**src/rtl/fp_div_iter.sv**
```systemverilog
// Multi-cycle IEEE-754 divider: radix-2 restoring mantissa division, one quotient
// bit per clock, round-to-nearest-even, subnormals flushed to zero.
module fp_div_iter #(
  parameter int unsigned EXP_W = 8,
  parameter int unsigned MAN_W = 23
) (
  input  logic                   clk,
  input  logic                   rst,
  input  logic                   in_valid,
  output logic                   in_ready,
  input  logic [EXP_W+MAN_W:0]   a,
  input  logic [EXP_W+MAN_W:0]   b,
  output logic                   out_valid,
  input  logic                   out_ready,
  output logic [EXP_W+MAN_W:0]   res,
  output logic [3:0]             flags
);

  localparam int unsigned W     = 1 + EXP_W + MAN_W;
  localparam int unsigned N     = MAN_W + 3;
  localparam int unsigned CNT_W = $clog2(N);
  localparam int unsigned EW    = EXP_W + 2;
  localparam int unsigned RW    = MAN_W + 2;
  localparam int unsigned BIAS  = (2 ** (EXP_W - 1)) - 1;
  localparam int unsigned EMAX  = (2 ** EXP_W) - 1;

  localparam logic [W-1:0] QNAN = {1'b0, {EXP_W{1'b1}}, 1'b1, {(MAN_W-1){1'b0}}};

  typedef enum logic [1:0] {S_IDLE, S_DIV, S_NORM, S_DONE} state_t;

  state_t             r_state;
  state_t             w_state_nxt;
  logic               r_sign;
  logic [EW-1:0]      r_exp;
  logic [RW-1:0]      r_rem;
  logic [MAN_W:0]     r_mb;
  logic [N-1:0]       r_q;
  logic [CNT_W-1:0]   r_cnt;
  logic [W-1:0]       r_res;
  logic [3:0]         r_flags;

  // Operand classification
  logic [EXP_W-1:0] w_ea, w_eb;
  logic [MAN_W-1:0] w_fa, w_fb;
  logic             w_a_zero, w_b_zero, w_a_inf, w_b_inf, w_a_nan, w_b_nan;
  logic             w_sign_in, w_accept;

  assign w_ea      = a[W-2 -: EXP_W];
  assign w_eb      = b[W-2 -: EXP_W];
  assign w_fa      = a[MAN_W-1:0];
  assign w_fb      = b[MAN_W-1:0];
  assign w_a_zero  = (w_ea == '0);
  assign w_b_zero  = (w_eb == '0);
  assign w_a_inf   = (&w_ea) && (w_fa == '0);
  assign w_b_inf   = (&w_eb) && (w_fb == '0);
  assign w_a_nan   = (&w_ea) && (w_fa != '0);
  assign w_b_nan   = (&w_eb) && (w_fb != '0);
  assign w_sign_in = a[W-1] ^ b[W-1];
  assign w_accept  = in_valid && (r_state == S_IDLE);

  // Special-case results, checked in priority order
  logic           w_special;
  logic [W-1:0]   w_spec_res;
  logic [3:0]     w_spec_flags;

  always_comb begin
    w_special    = 1'b1;
    w_spec_res   = '0;
    w_spec_flags = '0;
    if (w_a_nan || w_b_nan) begin
      w_spec_res = QNAN;
    end else if ((w_a_zero && w_b_zero) || (w_a_inf && w_b_inf)) begin
      w_spec_res   = QNAN;
      w_spec_flags = 4'b1000;
    end else if (w_b_zero && !w_a_inf) begin
      w_spec_res   = {w_sign_in, {EXP_W{1'b1}}, {MAN_W{1'b0}}};
      w_spec_flags = 4'b0100;
    end else if (w_a_inf) begin
      w_spec_res = {w_sign_in, {EXP_W{1'b1}}, {MAN_W{1'b0}}};
    end else if (w_b_inf || w_a_zero) begin
      w_spec_res = {w_sign_in, {(W-1){1'b0}}};
    end else begin
      w_special = 1'b0;
    end
  end

  // Restoring divide step
  logic          w_ge;
  logic [RW-1:0] w_rem_sub;

  assign w_ge      = (r_rem >= {1'b0, r_mb});
  assign w_rem_sub = w_ge ? (r_rem - {1'b0, r_mb}) : r_rem;

  // Normalise, round to nearest even, range check
  logic [N-2:0]   w_qn;
  logic [EW-1:0]  w_en;
  logic           w_guard, w_sticky, w_round_up;
  logic [MAN_W:0] w_frac_rnd;
  logic [EW-1:0]  w_e_fin;
  logic [W-1:0]   w_norm_res;
  logic [3:0]     w_norm_flags;

  assign w_qn       = r_q[N-1] ? r_q[N-2:0] : {r_q[N-3:0], 1'b0};
  assign w_en       = r_q[N-1] ? r_exp : (r_exp - EW'(1));
  assign w_guard    = w_qn[1];
  assign w_sticky   = w_qn[0] | (r_rem != '0);
  assign w_round_up = w_guard & (w_sticky | w_qn[2]);
  assign w_frac_rnd = {1'b0, w_qn[N-2:2]} + (MAN_W+1)'(w_round_up);
  assign w_e_fin    = w_en + EW'(w_frac_rnd[MAN_W]);

  always_comb begin
    w_norm_res   = {r_sign, w_e_fin[EXP_W-1:0], w_frac_rnd[MAN_W-1:0]};
    w_norm_flags = '0;
    if ($signed(w_e_fin) >= $signed(EW'(EMAX))) begin
      w_norm_res   = {r_sign, {EXP_W{1'b1}}, {MAN_W{1'b0}}};
      w_norm_flags = 4'b0010;
    end else if (w_e_fin[EW-1] || (w_e_fin == '0)) begin
      w_norm_res   = {r_sign, {(W-1){1'b0}}};
      w_norm_flags = 4'b0001;
    end
  end

  // FSM state register
  always_ff @(posedge clk) begin
    if (rst) r_state <= S_IDLE;
    else     r_state <= w_state_nxt;
  end

  // FSM next-state
  always_comb begin
    w_state_nxt = r_state;
    case (r_state)
      S_IDLE: if (in_valid) w_state_nxt = w_special ? S_DONE : S_DIV;
      S_DIV:  if (r_cnt == CNT_W'(N - 1)) w_state_nxt = S_NORM;
      S_NORM: w_state_nxt = S_DONE;
      S_DONE: if (out_ready) w_state_nxt = S_IDLE;
      default: w_state_nxt = S_IDLE;
    endcase
  end

  // FSM outputs
  always_comb begin
    in_ready  = 1'b0;
    out_valid = 1'b0;
    case (r_state)
      S_IDLE:  in_ready  = 1'b1;
      S_DONE:  out_valid = 1'b1;
      default: ;
    endcase
  end

  // Datapath
  always_ff @(posedge clk) begin
    if (rst) begin
      r_sign  <= 1'b0;
      r_exp   <= '0;
      r_rem   <= '0;
      r_mb    <= '0;
      r_q     <= '0;
      r_cnt   <= '0;
      r_res   <= '0;
      r_flags <= '0;
    end else begin
      case (r_state)
        S_IDLE: if (w_accept) begin
          r_sign <= w_sign_in;
          r_exp  <= EW'(w_ea) - EW'(w_eb) + EW'(BIAS);
          r_rem  <= {1'b0, 1'b1, w_fa};
          r_mb   <= {1'b1, w_fb};
          r_q    <= '0;
          r_cnt  <= '0;
          if (w_special) begin
            r_res   <= w_spec_res;
            r_flags <= w_spec_flags;
          end
        end
        S_DIV: begin
          r_rem <= {w_rem_sub[RW-2:0], 1'b0};
          r_q   <= {r_q[N-2:0], w_ge};
          r_cnt <= r_cnt + CNT_W'(1);
        end
        S_NORM: begin
          r_res   <= w_norm_res;
          r_flags <= w_norm_flags;
        end
        default: ;
      endcase
    end
  end

  assign res   = r_res;
  assign flags = r_flags;

endmodule

```
**config.mk**
```make
export PLATFORM = sky130hd
export DESIGN_NAME = fp_div_iter
export DESIGN_NICKNAME = d
export VERILOG_FILES = /design/src/rtl/fp_div_iter.sv
export SDC_FILE = /design/constraint.sdc
export NUM_CORES = 1
export LEC_CHECK = 0
export ABC_AREA = 0
export BUFFER_PORTS_ARGS = -buffer_cell sky130_fd_sc_hd__buf_2
export CELL_PAD_IN_SITES_DETAIL_PLACEMENT = 0
export CELL_PAD_IN_SITES_GLOBAL_PLACEMENT = 1
export CORE_ASPECT_RATIO = 1.2
export CORE_MARGIN = 2
export CORE_UTILIZATION = 44
export DETAILED_ROUTE_END_ITERATION = 8
export PLACE_DENSITY = 0.91
export REMOVE_ABC_BUFFERS = 1
export SLEW_MARGIN = 15
export SYNTH_ARGS = -nofsm -noshare
export SYNTH_HDL_FRONTEND = slang
export SYNTH_SLANG_ARGS = --single-unit
export TNS_END_PERCENT = 5
```
**constraint.sdc**
```tcl
create_clock -name clk -period 4.76 [get_ports clk]
set_input_delay 0.952 -clock clk [delete_from_list [all_inputs] [get_ports clk]]
set_output_delay 0.952 -clock clk [all_outputs]
set_load 0.02 [all_outputs]
```
[Word-level counts from Yosys, hierarchy flattened]
Cells that the tools add are included.
Operators by class
  $add $sub $neg: 7
  order comparisons: 2
  equality and inequality tests: 9
  muxes and demuxes: 39
  bitwise logic cells: 4
  reduce and logical (&&, ||, !) cells: 30
Operator list (count)
  $mux 32: 7
  $pmux 32 s2: 1
  $mux 31: 2
  $pmux 26 s2: 1
  $mux 25: 2
  $pmux 25 s2: 1
  $logic_not 23->1: 2
  $reduce_bool 23->1: 2
  $mux 26: 1
  $ge 25x24->1: 1
  $reduce_bool 25->1: 1
  $add 23x1->24: 1
  $mux 24: 1
  $sub 24x24->24: 1
  $logic_not 8->1: 2
  $mux 4: 4
  $reduce_and 8->1: 2
  $add 10x1->10: 1
  $add 9x8->10 const B: 1
  $ge 10x9->1 const B: 1
  $logic_not 10->1: 1
  $mux 10: 1
  $mux 2: 5
  $ne 2x2->1 const B: 5
  22 further kinds: 44
Word-level totals
  flip-flop bits (word level): 129
  bits of input ports: 68
  output and inout bits: 38
  word-level logic and storage cells: 100

[Longest topological paths before layout]
Gate-level depths: netlist of the first run.
  depth in word-level cells: 11
  gate-level depth with buffers: 18
  depth with buffers taken out: 14

[Least setup slack after synthesis of the first run]
No wires, ideal clock.
  path kind: register to register
  from: register r_q[25]
  to: register r_res[27], in the netlist res[27]
  arrival: 4.158 ns
  required time: 4.638 ns
  path slack: 0.480 ns
  stages on the path, launching flop included: 15
  period minus slack after synthesis: 4.280 ns
  cell sequence: dfxtp_1 -> buf_2 -> nand2_1 -> a2111oi_1 -> nand4_1 -> nor4_1 -> ha_1 -> ha_1 -> clkbuf_1 -> nand4b_1 -> o22ai_1 -> nand2_1 -> nor4b_2 -> nor2_1 -> a221o_1
On the way
  longest elaborated chain between the ends: 11
  elaborated cells on any way between the ends: 13
  classes of those cells: 2 x add/sub; 1 x order compare; 5 x mux; 3 x bitwise; 2 x reduce/logical
Ends and longest elaborated chain
  start, declared: RTL line 37  | logic [N-1:0] r_q;
  start signal, assigned: RTL line 179  | r_q <= {r_q[N-2:0], w_ge};
  $mux 25: RTL line 103  | assign w_qn = r_q[N-1] ? r_q[N-2:0] : {r_q[N-3:0], 1'b0};
  $or 1x1->1: RTL line 106  | assign w_sticky = w_qn[0] | (r_rem != '0);
  $or 1x1->1: RTL line 107  | assign w_round_up = w_guard & (w_sticky | w_qn[2]);
  $and 1x1->1: RTL line 107
  $add 23x1->24: RTL line 108  | assign w_frac_rnd = {1'b0, w_qn[N-2:2]} + (MAN_W+1)'(w_round_up);
  $add 10x1->10 *: RTL line 109  | assign w_e_fin = w_en + EW'(w_frac_rnd[MAN_W]);
  branches (longest 3 deep; another with $ge 10x9->1)
  $mux 31 *: RTL line 114  | if ($signed(w_e_fin) >= $signed(EW'(EMAX))) begin
  $pmux 32 s2 *: RTL line 164  | case (r_state)
  end signal, assigned: RTL line 173  | r_res <= w_spec_res;
  end signal, assigned: RTL line 183  | r_res <= w_norm_res;
  end, declared: RTL line 39  | logic [W-1:0] r_res;
Mark *: on every way between the ends.
A chain may end at the register's enable or synchronous reset.

[Worst setup path after layout of the first run]
  from: register r_q[4]
  to: register r_res[0], in the netlist res[0]
On the way
  longest elaborated chain between the ends: 8
  elaborated cells on any way between the ends: 9
  classes of those cells: 2 x add/sub; 1 x order compare; 4 x mux; 2 x reduce/logical
Ends and longest elaborated chain (RTL line)
  $mux 25 *: 103
  $add 23x1->24 *: 108
  $add 10x1->10 *: 109
  branches (longest 3 deep; another with $ge 10x9->1)
  $mux 31 *: 114
  $pmux 32 s2 *: 164
Marked as above.

==> results by group, run 1 <==
Status
  • Outcome: finished clean

Placement
  • Dpl hpwl: roughly 17000 µm
  • Placed inst area: roughly 0.0095 mm²
  • Dpl ws: around 0.32 ns
  • RePlAce Congestion: between 0.8 and 0.9
  • Inst Count DP: 1445
  • IO Port Bufs: roughly 110

Finish
  • Layout cell share with drive strength beyond 1: 15.04%
  • Area Overhead vs Synth: 15.67%
  • Commonest non-fill, non-tap cell in the layout: dfxtp_1
  • Fill count: ~1900
  • Most frequent cells in the layout: dfxtp_1, nor2_1, nand2_1
  • Post-Layout Cell Count: roughly 1500
  • Antenna cells: 0
  • Finished Cell Area: ~0.010 mm²
  • Post-layout net count: 1317
  • Post-layout util: 51.88%

Synth
  • Primary FF master, synth: dfxtp_1
  • Synth warn: 0
  • Post-synthesis cell type count: 78
  • Syn avg cell area: 7.746 µm²
  • Syn Inst Count: approximately 1100
  • Netlist Area Pre-Place: 0.008737 mm²
  • Share of flip-flops with an asynchronous set or reset: 0%
  • EDFF count, synth: 0
  • Sequential-to-total area share from yosys stat: 29.56%
  • Seq cells post-synth: 129

Power and ir drop
  • Peak supply drop: 0.0003138 V
  • Power Total: 6328 µW
  • Pwr/cell area: 626.1 mW/mm²
  • Leakage: just under 0.004 µW

Floorplanning
  • IO Pins: 106
  • Die ar.: 0.02100 mm²
  • Chip width: 132.6 µm
  • Num rows: 56
  • Effective utilization at floorplan: 44.85%
  • Die Ht: about 160 µm
  • Core ar.: roughly 0.019 mm²

Worst setup path
  • FF-to-FF End: res[0]
  • Worst R2R Path Depth: 14
  • CP max FO: 18
  • Critical path endpoint: res[0]
  • Worst EP required: roughly 5.1 ns
  • Critical Path End Type: register
  • CP Data Arrival Time: 4.54 ns
  • Reg2reg start: r_q[4]
  • Reg-to-reg slack, setup: 0.53 ns
  • Critical Path Start Type: register
  • Critical path type: register to register
  • CP startpoint: r_q[4]

Clock network
  • Clock Latency Late Sink: 0.42 ns
  • Maximum clock path buffer count: 2
  • Clk slew on worst S/H paths: roughly 0.060 ns
  • CTS Hold Buffers Added: 0
  • Num CTS Buffers: 17
  • CTS HTree Levels: 4
  • CTS tree: built
  • Setup Fix Bufs, Post-CTS: 0
  • Clk root buf: clkbuf_16
  • Clock sinks: between 100 and 150
  • CTS resizes: 0

STA
  • Max-slew violation count: 0
  • Slew @ Worst Pin: 0.9151 ns
  • Post-route clock period utilization: 88.78%
  • Worst rel slew slack: 38.99%
  • Highest clock rate: 236.6 MHz
  • Setup violators final: 0
  • Unrepaired setup endpoints after global routing: no
  • Final-report hold violation count: 0
  • Period minus WS final: 4.226 ns
  • Worst setup margin: 0.5343 ns
  • Clock skew: ~0.010 ns

Global route
  • Vias in the first global route: 7836
  • Gr ovfl total: 0
  • Largest net degree at the start of global routing: 57
  • Gr usage total: 22.25%
  • Antenna violations before repair: 0
  • First-pass GRT wire length: 38530 µm

Route
  • DRC Markers: 0
  • Via count: 8532
  • Routed len/inst: 15.98 µm
  • Pre-antenna DRT Iters: 5
  • Vias per cell: 5.773
  • DRT Wirelength: 23620 µm
  • Initial DRC count: 651
  • Detail Route Antenna Nets: 0

Flow run
  • Max Cap Viol: 0

Worst hold path
  • Path type of the worst min-delay path: register to register
[Yosys cell counts (11+ instances only)]
library cell,count,area (µm²)
a311oi_1,13,113.9
o41ai_1,12,105.1
ha_1,43,538.0
or3_1,11,68.82
nand2_1,105,394.1
a21o_1,18,135.1
xor2_1,22,192.7
a211oi_1,38,285.3
nor4_1,21,131.4
a22oi_1,28,210.2
o211ai_1,15,112.6
nor3_1,31,155.2
clkbuf_1,61,229.0
o21ai_0,28,140.1
dfxtp_1,129,2582
mux2i_1,14,140.1
a21oi_1,91,455.4
nand3_1,42,210.2
nor2_1,121,454.2
a22o_1,22,192.7
nand4_1,19,118.9
inv_1,62,232.7
xnor2_1,32,280.3
[power breakdown]
part	leakage, µW	switching [µW]	internal, µW
logic	0.00257	2130	1340
registers	0.00105	216	1250
clock network	0.000307	544	842
total	0.00393	2890	3440
[per-stage QoR]
stage          setup TNS [ns]  hold slack, ns
2_1_floorplan          -28.87          0.4289
3_3_place_gp                0          0.4388
3_5_place_dp                0          0.4475
4_1_cts                     0          0.4560
5_1_grt                     0          0.4645
6_report                    0          0.4533
[metal layers]
metal / share of wire [%] / track usage, % / vias up
met5: 0 / 0 / -
met3: 4.1 / 3.725 / 39
met4: 2.6 / 8.346 / 0
met2: 47 / 37.97 / 204
met1: 46 / 28.29 / 3962
li1: - / - / 4327
[final cells by class]
class | instances | area (µm²) | area share, %
Timing Repair Buffer | 126 | 689.4 | 6.822
Inverter | 64 | 240.2 | 2.377
Clock buffer | 17 | 425.4 | 4.210
Sequential cell | 129 | 2584 | 25.57
Multi-Input combinational cell | 866 | 5640 | 55.81
Tap cell | 261 | 326.6 | 3.231
Clock inverter | 15 | 200.2 | 1.981
[worst max-delay path, stage by stage (launching register included)]
cell and delay (ns):
dfxtp_1 0.49, nand2_1 0.14, a2111oi_1 0.45, buf_4 0.21
nand4_1 0.15, nor4_1 0.31, ha_1 0.24, ha_1 0.37
nand4b_1 0.23, o22ai_1 0.23, nand2_1 0.21, nor4b_2 0.55
nor4_4 0.13, buf_6 0.19, a22o_1 0.19
[how the worst min path moves through the flow]
stage / from / end / slack [ns] / depth (start not counted)
after floorplan: r_mb[23] / r_mb[23] / 0.43 / 2
after global placement: flags[3] / flags[3] / 0.44 / 2
final: r_mb[19] / r_mb[19] / 0.45 / 2
after detailed placement: r_mb[10] / r_mb[10] / 0.45 / 2
after global routing: flags[2] / flags[2] / 0.46 / 2
after CTS: r_mb[10] / r_mb[10] / 0.46 / 2
[registers in the layout, indices dropped and copies added (netlist names)]
signal,count
res,32
r_q,26
r_rem,25
r_mb,24
r_exp,10
r_cnt,5
flags,4
r_state,2
r_sign,1
[cells by family after synthesis]
family,count (synthesis),synth area share (%)
flip-flops,129,29.56
buffers and inverters,133,6.072
AO/OA/AOI/OAI,340,27.25
adder cells (fa/ha/maj),45,6.616
XOR/XNOR,54,5.413
multiplexers,19,2.248
AND/OR/NAND/NOR,408,22.84
(Power assumes the default switching activity.)
==> run 2, diff against run 1 <==
Settings changed: RECOVER_POWER set to 50.
==> run 2 against run 1 <==
Die area did not move. The flow now finishes with violations (capacitance limit, slew limit). Highest routed layer unchanged. Routed wire length barely moved. Global-route usage did not move. Largest power group unchanged. Combinational power barely moved. Sequential power barely moved. Clock skew rose by 0.0044 ns.
==> results by group, run 2 (synthesized netlist as in run 1, its figures left out) <==
Status
  • Outcome: complete, but fails checks
  • Failing checks: capacitance limit, slew limit

Route
  • Routed len/inst: 15.99 µm (about the same)
  • DRC Markers: 0 (unchanged)
  • Vias per cell: 5.781 (+0.14%)
  • Detail Route Antenna Nets: 0 (unchanged)
  • DRT Wirelength: 23630 µm (about the same)
  • Pre-antenna DRT Iters: 5 (unchanged)
  • Initial DRC count: 613 (-5.8%)
  • Via count: 8544 (+0.14%)

Global route
  • Largest net degree at the start of global routing: 57 (unchanged)
  • Antenna violations before repair: 0 (unchanged)
  • First-pass GRT wire length: 38530 µm (unchanged)
  • Vias in the first global route: 7836 (unchanged)
  • Gr usage total: 22.25% (unchanged)
  • Gr ovfl total: 0 (unchanged)

Worst setup path
  • Critical Path Start Type: register
  • CP max FO: 10 (-8)
  • Critical Path End Type: register
  • Critical path type: register to register
  • Worst EP required: 5.06 ns (about the same)
  • CP Data Arrival Time: 4.52 ns (-0.02 ns)

Finish
  • Most frequent cells in the layout: dfxtp_1, nor2_1, nand2_1
  • Antenna cells: 0 (unchanged)
  • Area Overhead vs Synth: 14.92%
  • Post-layout util: 51.55% (-0.33 points)
  • Post-layout net count: 1317 (unchanged)
  • Commonest non-fill, non-tap cell in the layout: dfxtp_1
  • Layout cell share with drive strength beyond 1: 11.50% (-3.5 points)
  • Max reg flops: 32 (unchanged)

Floorplanning
  • Effective utilization at floorplan: 44.85% (unchanged)
  • IO Pins: 106 (unchanged)
  • Core ar.: 0.01948 mm² (unchanged)
  • Chip width: 132.6 µm (unchanged)
  • Num rows: 56 (unchanged)
  • Die Ht: 158.4 µm (unchanged)
  • Die ar.: 0.02100 mm² (unchanged)

Clock network
  • Setup Fix Bufs, Post-CTS: 0 (unchanged)
  • Num CTS Buffers: 17 (unchanged)
  • Clock Latency Late Sink: 0.42 ns (about the same)
  • Clock sinks: 129 (unchanged)
  • CTS Hold Buffers Added: 0 (unchanged)
  • CTS tree: built
  • Clk root buf: clkbuf_16
  • Clk slew on worst S/H paths: 0.06 ns (about the same)
  • CTS resizes: 0 (unchanged)
  • CTS HTree Levels: 4 (unchanged)
  • Maximum clock path buffer count: 2 (unchanged)

Placement
  • Dpl hpwl: 17420 µm (unchanged)
  • RePlAce Congestion: 0.8929 (unchanged)
  • IO Port Bufs: 105 (unchanged)

STA
  • Slew @ Worst Pin: 1.997 ns (+1.082 ns)
  • Final-report hold violation count: 0 (unchanged)
  • Post-route clock period utilization: 88.68% (-0.094 points)
  • Setup violators final: 0 (unchanged)
  • Worst rel slew slack: -33.13% (-72 points)
  • Fin Hold WS: 0.4532 ns (-0.00006000 ns)
  • Max-slew violation count: 83 (+83)
  • Period minus WS final: 4.221 ns (-0.004455 ns)
  • Clock skew: 0.01483 ns (+0.004389 ns)
  • Unrepaired setup endpoints after global routing: no
  • Highest clock rate: 236.9 MHz (+0.11%)

Power and ir drop
  • Peak supply drop: 0.0003184 V (+1.5%)
  • Leakage: 0.003750 µW (-4.6%)
  • Pwr/cell area: 630.0 mW/mm² (+0.61%)
  • Power Total: 6325 µW (about the same)

Worst hold path
  • Path type of the worst min-delay path: register to register

Flow run
  • Max Cap Viol: 2 (+2)
==> run 2: routing by layer <==
layer / track usage (%) / vias to the layer above / part of all wire, %
met1: 28.29 / 3973 / 46
met4: 8.346 / 0 / 2.4
li1: - / 4330 / -
met5: 0 / - / 0
met3: 3.725 / 34 / 4.0
met2: 37.97 / 207 / 48
==> run 2: worst paths after layout <==
path	startpoint	to	slack, ns	cells past startpoint
hold reg to reg	r_mb[19]	r_mb[19]	0.45	2
setup reg to reg	r_q[4]	res[27]	0.54	13
hold / removal	r_mb[19]	r_mb[19]	0.45	2
setup / recovery	r_q[4]	res[27]	0.54	13
==> run 2: final cells by class <==
class / instances / area, µm²
tap: 261 / 326.6
multi-input combinational: 866 / 5638
inverter: 64 / 240.2
timing repair buffer: 126 / 626.9
clock inverter: 15 / 200.2
fill: 1942 / 9438
clock buffer: 17 / 425.4
sequential: 129 / 2584
==> run 2: power breakdown <==
group / switching, µW / total (µW) / leakage, µW / internal, µW
Sequential: 217 / 1470 / 0.00105 / 1250
Clock: 542 / 1380 / 0.000307 / 842
Combinational: 2130 / 3470 / 0.00239 / 1340
==> run 2: stage by stage <==
stage	std cells	area (µm²)	TNS, ns	setup WS [ns]
2_1_floorplan	1059	8447	-28.87	-0.5769
3_3_place_gp	1445	9469	0	0.4402
3_5_place_dp	1445	9469	0	0.3237
4_1_cts	1477	10090	0	0.2950
5_1_grt	1478	10040	0	0.1946
6_report	1478	10040	0	0.5387
==> run 2: critical path, stage by stage (launching register included) <==
cell and delay, ns:
dfxtp_1 0.49, nand2_1 0.14, a2111oi_1 0.45, buf_4 0.21, nand4_1 0.15, nor4_1 0.31, ha_1 0.24, ha_1 0.37
nand4b_1 0.23, o22ai_1 0.23, nand2_1 0.21, nor4b_2 0.56, nor2_1 0.16, a221o_1 0.34
==> run 3, diff against run 2 <==
==> constraint.sdc (replaced) <==
create_clock -name clk -period 4.76 [get_ports clk]
set_input_delay 0.952 -clock clk [delete_from_list [all_inputs] [get_ports clk]]
set_output_delay 0.952 -clock clk [all_outputs]
set_load 0.005 [all_outputs]
==> run 3 against run 2 <==
The flow still finishes with violations (capacitance limit, slew limit). Total power decreased by 0.16%. Global-route usage unchanged. Clock power hardly changed. Sequential cell count did not move. Routed wire length is 0.15% lower. Sequential share of layout area fell by 0.074 points. Worst setup slack improved by 0.0016 ns. Via count about the same. Largest cell class unchanged.
==> results by group, run 3 (synthesized netlist as in run 1, its figures left out) <==
Finish
  • Commonest non-fill, non-tap cell in the layout: dfxtp_1
  • Most frequent cells in the layout: dfxtp_1, nor2_1, nand2_1
  • Area Overhead vs Synth: 15.25%
  • Max reg flops: 32 (unchanged)
  • Post-layout net count: 1317 (unchanged)
  • Post-layout util: 51.70% (+0.15 points)
  • Post-Layout Cell Count: 1478 (unchanged)
  • Layout cell share with drive strength beyond 1: 13.39% (+1.9 points)
  • Finished Cell Area: 0.01007 mm² (+0.29%)
  • Antenna cells: 0 (unchanged)

Power and ir drop
  • Pwr/cell area: 627.2 mW/mm² (-0.44%)
  • Leakage: 0.003849 µW (+2.6%)
  • Peak supply drop: 0.0003181 V (about the same)

Clock network
  • CTS tree: built
  • CTS Hold Buffers Added: 0 (unchanged)
  • Setup Fix Bufs, Post-CTS: 0 (unchanged)
  • Clock sinks: 129 (unchanged)
  • CTS resizes: 0 (unchanged)
  • Clk slew on worst S/H paths: 0.06 ns (about the same)
  • CTS HTree Levels: 4 (unchanged)
  • Clock Latency Late Sink: 0.42 ns (about the same)
  • Clk root buf: clkbuf_16
  • Maximum clock path buffer count: 2 (unchanged)
  • Num CTS Buffers: 17 (unchanged)

Route
  • Detail Route Antenna Nets: 0 (unchanged)
  • Via count: 8542 (-0.023%)
  • Routed len/inst: 15.96 µm (-0.15%)
  • DRT Wirelength: 23590 µm (-0.15%)
  • Initial DRC count: 613 (unchanged)
  • Vias per cell: 5.779 (about the same)
  • DRC Markers: 0 (unchanged)
  • Pre-antenna DRT Iters: 5 (unchanged)

Floorplanning
  • Num rows: 56 (unchanged)
  • Die Ht: 158.4 µm (unchanged)
  • Effective utilization at floorplan: 44.85% (unchanged)
  • Core ar.: 0.01948 mm² (unchanged)
  • IO Pins: 106 (unchanged)
  • Die ar.: 0.02100 mm² (unchanged)
  • Chip width: 132.6 µm (unchanged)

Worst setup path
  • CP max FO: 10 (unchanged)
  • CP Data Arrival Time: 4.52 ns (about the same)
  • Worst R2R Path Depth: 13 (unchanged)
  • CP startpoint: r_q[4]
  • Critical path type: register to register
  • Worst EP required: 5.06 ns (about the same)
  • Reg2reg start: r_q[4]
  • FF-to-FF End: res[27]
  • Critical Path End Type: register
  • Critical Path Start Type: register
  • Critical path endpoint: res[27]
  • Reg-to-reg slack, setup: 0.54 ns (about the same)

STA
  • Final-report hold violation count: 0 (unchanged)
  • Slew @ Worst Pin: 1.990 ns (-0.006628 ns)
  • Post-route clock period utilization: 88.65% (about the same)
  • Clock skew: 0.01508 ns (+0.0002470 ns)
  • Max-slew violation count: 83 (unchanged)
  • Highest clock rate: 237.0 MHz (about the same)
  • Final setup TNS: 0 ns (unchanged)
  • Unrepaired setup endpoints after global routing: no
  • Worst rel slew slack: -32.69% (+0.44 points)
  • Period minus WS final: 4.220 ns (-0.001615 ns)
  • Setup violators final: 0 (unchanged)

Placement
  • IO Port Bufs: 105 (unchanged)
  • Inst Count DP: 1445 (unchanged)
  • RePlAce Congestion: 0.8929 (unchanged)
  • Dpl hpwl: 17420 µm (unchanged)
  • Placed inst area: 0.009469 mm² (unchanged)

Global route
  • First-pass GRT wire length: 38530 µm (unchanged)
  • Antenna violations before repair: 0 (unchanged)
  • Gr usage total: 22.25% (unchanged)
  • Gr ovfl total: 0 (unchanged)
  • Vias in the first global route: 7836 (unchanged)
  • Largest net degree at the start of global routing: 57 (unchanged)

Flow run
  • Max Cap Viol: 2 (unchanged)

Status
  • Outcome: complete, but fails checks
  • Failing checks: capacitance limit, slew limit

Worst hold path
  • Path type of the worst min-delay path: register to register
## run 3: changes by cell type in the layout (fill, tap and decap cells not counted), sizes merged
cell,previous run,this run
buf,84,107
clkbuf,59,36
## run 3: report_power, final
part | leakage [µW] | internal, µW | total (µW) | switching, µW
logic | 0.00249 | 1340 | 3460 | 2120
registers | 0.00105 | 1250 | 1470 | 217
clock network | 0.000307 | 842 | 1380 | 543
total | 0.00385 | 3430 | 6320 | 2880
## run 3: how the worst min path moves through the flow
stage               end  slack, ns  startpoint  depth (start not counted)
2_1_floorplan  r_mb[23]       0.43    r_mb[23]                          2
3_3_place_gp   flags[3]       0.44    flags[3]                          2
3_5_place_dp   r_mb[10]       0.45    r_mb[10]                          2
4_1_cts        r_mb[10]       0.46    r_mb[10]                          2
5_1_grt        flags[2]       0.47    flags[2]                          2
6_report       r_mb[19]       0.45    r_mb[19]                          2
## run 3: routing by layer
metal / up-vias / wire, µm / share of wire [%] / GRT usage [%]
li1: 4332 / - / - / -
met1: 3967 / 10910 / 46 / 28.29
met2: 207 / 11180 / 47 / 37.97
met3: 36 / 927 / 3.9 / 3.725
met4: 0 / 575 / 2.4 / 8.346
met5: - / 0 / 0 / 0
## run 3: worst max-delay path, stage by stage, from the launching register on
cell and delay (ns):
dfxtp_1 0.49, nand2_1 0.14, a2111oi_1 0.45, buf_4 0.21, nand4_1 0.15, nor4_1 0.31, ha_1 0.24, ha_1 0.37
nand4b_1 0.23, o22ai_1 0.23, nand2_1 0.21, nor4b_2 0.55, nor2_1 0.16, a221o_1 0.34
## run 3: per-stage QoR
| step | power (µW) | hold WS, ns | setup WS (ns) |
|---|---|---|---|
| floorplan | 3950 | 0.4289 | -0.5769 |
| global placement | 4861 | 0.4388 | 0.4402 |
| detailed placement | 4892 | 0.4475 | 0.3237 |
| CTS | 6294 | 0.4560 | 0.2950 |
| global route | 6759 | 0.4662 | 0.1946 |
| finish | 6315 | 0.4532 | 0.5403 |
## run 3: cell type report
type                    count  area [µm²]
well taps                 261       326.6
inverters                  64       240.2
multi-input cells         866        5638
flip-flops and latches    129        2584
clock inverters            15       200.2
clock buffers              17       425.4
fillers                  1937        9409
repair buffers            126       655.6
